## config.mk

```make
export PLATFORM = sky130hd
export DESIGN_NAME = ahb_zbt_ctrl
export DESIGN_NICKNAME = d
export VERILOG_FILES = /design/src/rtl/ahb_zbt_ctrl.sv
export SDC_FILE = /design/constraint.sdc
export NUM_CORES = 1
export LEC_CHECK = 0
export CAP_MARGIN = 20
export CORE_MARGIN = 2
export CORE_UTILIZATION = 28
export CTS_BUF_LIST = sky130_fd_sc_hd__clkbuf_4
export DETAILED_ROUTE_END_ITERATION = 10
export PLACE_DENSITY = 0.57
export SETUP_SLACK_MARGIN = 0.5
export SYNTH_ARGS = -nofsm -noshare
export SYNTH_HDL_FRONTEND = slang
export SYNTH_SLANG_ARGS = --single-unit
```

## constraint.sdc

```tcl
create_clock -name HCLK -period 5.4 [get_ports HCLK]
set_clock_uncertainty 0.2 [all_clocks]
set_input_delay 1.08 -clock HCLK [delete_from_list [all_inputs] [get_ports HCLK]]
set_output_delay 1.08 -clock HCLK [all_outputs]
set_load 0.02 [all_outputs]
```

## src/rtl/ahb_zbt_ctrl.sv

```systemverilog
// rtl/ahb_zbt_ctrl.sv - AHB-Lite slave bridging to a pipelined ZBT SSRAM
// One transfer in flight plus one pending address phase; writes drain in four cycles, reads take four.
module ahb_zbt_ctrl (
  input  logic        HCLK,
  input  logic        HRESETn,
  input  logic        HSEL,
  input  logic [1:0]  HTRANS,
  input  logic        HWRITE,
  input  logic [1:0]  HSIZE,
  input  logic [31:0] HADDR,
  input  logic [31:0] HWDATA,
  input  logic        HREADYin,
  output logic        HREADYout,
  output logic [31:0] HRDATA,
  output logic [1:0]  HRESP,
  output logic        SCLK,
  output logic [3:0]  SnWBYTE,
  output logic        SnOE,
  output logic        SnCE,
  output logic        SnWR,
  output logic        SADVnLD,
  output logic        SnCKE,
  output logic        SMODE,
  output logic [31:0] SWDATA,
  input  logic [31:0] SRDATA,
  output logic [17:0] SADDR
);

  typedef enum logic [3:0] {
    sIdle, sWData, sWCmd, sWD1, sWD2, sRCmd, sRD1, sRD2, sRDone, sErr1, sErr2
  } stateT;

  stateT       state, nextState;
  logic        pendValid;
  logic [19:0] pendAddr;
  logic [1:0]  pendSize;
  logic        pendWrite;
  logic [3:0]  wByte;
  logic        capture, usePend, dispatch, dispErr, dispWrite, loadPend, clearPend;
  logic [19:0] dispAddr;
  logic [1:0]  dispSize;
  logic        unusedOk;

  function automatic logic badAlign(input logic [1:0] size, input logic [1:0] lsb);
    return (size == 2'b11) || (size == 2'b01 && lsb[0]) || (size == 2'b10 && lsb != 2'b00);
  endfunction

  // Active-low lane enables, little-endian: lane n carries HWDATA[8n+7:8n].
  function automatic logic [3:0] laneMask(input logic [1:0] size, input logic [1:0] lsb);
    case (size)
      2'b00:   laneMask = ~(4'b0001 << lsb);
      2'b01:   laneMask = lsb[1] ? 4'b0011 : 4'b1100;
      default: laneMask = 4'b0000;
    endcase
  endfunction

  assign unusedOk = ^{HADDR[31:20], HTRANS[0]};

  always_comb begin
    HREADYout = 1'b0;
    case (state)
      sIdle, sWData, sRDone, sErr2: HREADYout = 1'b1;
      sWCmd, sWD1, sWD2:            HREADYout = !pendValid;
      default:                      HREADYout = 1'b0;
    endcase
  end

  assign capture   = HSEL & HREADYin & HTRANS[1] & HREADYout;
  assign usePend   = (state == sWD2) & pendValid;
  assign dispAddr  = usePend ? pendAddr  : HADDR[19:0];
  assign dispSize  = usePend ? pendSize  : HSIZE;
  assign dispWrite = usePend ? pendWrite : HWRITE;
  assign dispErr   = badAlign(dispSize, dispAddr[1:0]);

  // While a write drains, a newly accepted address phase parks in the pending slot.
  always_comb begin
    nextState = state;
    dispatch  = 1'b0;
    loadPend  = 1'b0;
    clearPend = 1'b0;
    case (state)
      sIdle, sRDone, sErr2: begin nextState = sIdle;  dispatch = capture; end
      sWData:               begin nextState = sWCmd;  loadPend = capture; end
      sWCmd:                begin nextState = sWD1;   loadPend = capture; end
      sWD1:                 begin nextState = sWD2;   loadPend = capture; end
      sWD2: begin
        nextState = sIdle;
        dispatch  = pendValid | capture;
        clearPend = pendValid;
      end
      sRCmd:   nextState = sRD1;
      sRD1:    nextState = sRD2;
      sRD2:    nextState = sRDone;
      sErr1:   nextState = sErr2;
      default: nextState = sIdle;
    endcase
    if (dispatch)
      nextState = dispErr ? sErr1 : (dispWrite ? sWData : sRCmd);
  end

  always_ff @(posedge HCLK or negedge HRESETn) begin
    if (!HRESETn) begin
      state     <= sIdle;
      pendValid <= 1'b0;
      pendAddr  <= '0;
      pendSize  <= '0;
      pendWrite <= 1'b0;
      wByte     <= 4'hF;
      SADDR     <= '0;
      SWDATA    <= '0;
      HRDATA    <= '0;
    end else begin
      state <= nextState;
      if (loadPend) begin
        pendValid <= 1'b1;
        pendAddr  <= HADDR[19:0];
        pendSize  <= HSIZE;
        pendWrite <= HWRITE;
      end else if (clearPend) begin
        pendValid <= 1'b0;
      end
      if (dispatch && !dispErr) begin
        SADDR <= dispAddr[19:2];
        wByte <= laneMask(dispSize, dispAddr[1:0]);
      end
      if (state == sWData) SWDATA <= HWDATA;
      if (state == sRD2)   HRDATA <= SRDATA;
    end
  end

  assign SnCE    = !(state == sRCmd || state == sWCmd);
  assign SnWR    = !(state == sWCmd);
  assign SnOE    = !(state == sRD1 || state == sRD2);
  assign SnWBYTE = (state == sWCmd) ? wByte : 4'hF;
  assign HRESP   = (state == sErr1 || state == sErr2) ? 2'b01 : 2'b00;
  assign SCLK    = HCLK;
  assign SADVnLD = 1'b0;
  assign SnCKE   = 1'b0;
  assign SMODE   = 1'b0;

endmodule

```

==> results.ini <==
[status]
status=completed

[cells_and_area]
area_growth_syn_to_layout_pct=46.8
nets=647
n_fill_cell=1615
fin_area_mm2=0.00729
final_cells=780
drive_gt1_share_pct=30.6
postLayoutCoreUtil_pct=42.2

[worst_setup_path]
crit_start=HCLK
critical_path_class=clk2out
arrival_ps=3460
cp_data_required_time_ps=4120
crit_fanout=4
worst_setup_path_start_kind=clock port
r2r_start=state[3]$_DFF_PN0_
crit_path_end_kind=primary output

[cts]
cts_tree=done
insertion_delay_ps=630
ctsResizeCount=0
clk_pin_slew_ps=100

[floorplan]
dieWidth_um=137
die_y_um=137
coreArea_mm2=0.0173
dieArea_mm2=0.0188
io_pins=201
start_util_pct=28.7
fp-row-count=48

[synth]
ys_warn_count=0
synth_area_mm2=0.00497
synth_edf_count=0
ys_seq_area_share_pct=57.5
synth_cell_type_count=45
syn_avg_cell_area_um2=14.1
syn_inst=352
synth-seq-cells=114
synth_ff_type=dfrtp_1
synthArstFlopShare_pct=100

[hold_path]
hold_class=reg2reg
min_from=wByte[1]$_DFFE_PN1P_

[placed_design]
pre_cts_slack_ps=912
place_inst=743
port_buffers=183
place_area_mm2=0.00698
gp_congestion=0.800
hpwl_um=8520

[sta]
hold_ws_ps=297
fin_ws_ps=660
rsz0062_at_grt=no
worst_pin_slew_ps=763
relSlewSlack_pct=48.7
finalHoldViolations=0
setup_viol=0
setup_tns_ps=0
drv_slew=0

[grt]
grt_pass1_vias=3646
overflow=0
grt_pass1_wl_um=18800
grt_use_total_pct=13.5
antenna_found_initial=1
grt_max_degree=83

[routing]
ant_nets=0
vias=3505
viasPerCell=4.49
wl_per_cell_um=15.7
drcViolationCount=0
first_iter_violations=142
drt_wl_total_um=12200
drtPass1Iterations=4

[power_and_ir_drop]
seqPwrFrac_pct=36.2
p_total_mw=4.34
ir_drop_mv=0.277
switchingPower_mw=1.61
p_int_mw=2.73
p_leak_nw=2.94
p_clk_share_pct=14.8
p_comb_share_pct=49.0
powerDensity_mw_per_mm2=595
switching_share_pct=37.0

[run]
cap_violations=0

-- power by group through the flow --
stage / sequential, mW / clock (mW) / combinational, mW
3_3_place_gp: 1.56 / 0.0249 / 2.12
4_1_cts: 1.57 / 0.678 / 2.16
2_1_floorplan: 1.90 / 0.0216 / 0.854
5_1_grt: 1.63 / 0.724 / 2.27
6_report: 1.57 / 0.641 / 2.13
3_5_place_dp: 1.59 / 0.0249 / 2.15
-- final timing paths --
path / to / slack [ps] / cells after the start
setup / recovery: SCLK / 660 / 3
hold / removal: wByte[1]$_DFFE_PN1P_ / 300 / 2
setup reg to reg: SADDR[2]$_DFFE_PN0P_ / 2390 / 5
hold reg to reg: wByte[1]$_DFFE_PN1P_ / 300 / 2
max in group asynchronous: HRDATA[24]$_DFFE_PN0N_ / 3310 / 4
min in group asynchronous: SADDR[9]$_DFFE_PN0P_ / 620 / 2
-- critical path, stage by stage --
cell and delay, ps:
clkbuf_4 110, clkbuf_4 120, clkdlybuf4s50_1 530
-- cells in the mapped netlist (all sizes together), types with 2 or more instances --
library cell	n	area [um2]
o32a	2	21.3
o22ai	3	18.8
nand2b	6	37.5
buf	21	139
nor2	8	30.0
nand2	10	40.0
nor3	8	40.0
inv	10	37.5
a2111oi	3	45.1
xor2	2	17.5
mux2	122	1370
mux2i	2	20.0
clkbuf	4	15.0
and2	2	12.5
o2111ai	2	23.8
o21ai	9	45.0
dfstp	4	105
dfrtp	110	2750
a21oi	6	30.0
nor4	2	27.5
-- layout by cell type (no fill, tap or decap), types with 7 or more instances in the layout --
cell | netlist | final
clkdlybuf4s50_1 | 0 | 182
o21ai_0 | 9 | 9
mux2_2 | 121 | 121
nor2_1 | 8 | 8
inv_1 | 10 | 10
dfrtp_1 | 110 | 110
nand2_1 | 9 | 9
nor3_1 | 8 | 7
clkbuf_4 | 0 | 20
-- metal layers --
| layer | routed length [um] | global-route usage (%) | part of all wire, % |
|---|---|---|---|
| met3 | 928 | 6.44 | 7.6 |
| met1 | 4950 | 15.3 | 40 |
| met5 | 0 | 0 | 0 |
| met2 | 6110 | 21.4 | 50 |
| met4 | 244 | 6.41 | 2.0 |
-- flip-flops by register name, indices dropped and copies added, names as in the netlist, 2 cells and up --
register / flops
wByte: 4
SWDATA: 32
pendSize: 2
SADDR: 18
pendAddr: 20
HRDATA: 32
state: 4
-- cells by family after synthesis --
| family | count (synthesis) | synth area share, % |
|---|---|---|
| multiplexers | 124 | 28.1 |
| AO/OA/AOI/OAI | 33 | 5.32 |
| buffers and inverters | 35 | 3.85 |
| XOR/XNOR | 3 | 0.529 |
| flip-flops | 114 | 57.5 |
| AND/OR/NAND/NOR | 42 | 4.64 |
| other | 1 | 0.0755 |
-- cell type report --
cell class / instances / area (um2) / area share, %
timing repair buffer: 189 / 1890 / 26.0
multi-input combinational: 206 / 1930 / 26.5
antenna: 2 / 5.00 / 0.0686
inverter: 10 / 37.5 / 0.515
clock inverter: 13 / 121 / 1.66
sequential: 114 / 2860 / 39.2
clock buffer: 21 / 160 / 2.20
tap: 225 / 282 / 3.86
-- timing repair --
item	4_1_cts	5_1_grt
hold endpoints to repair	0	10
buffers inserted	0	0
hold buffers	0	1
(Power assumes the default switching activity.)
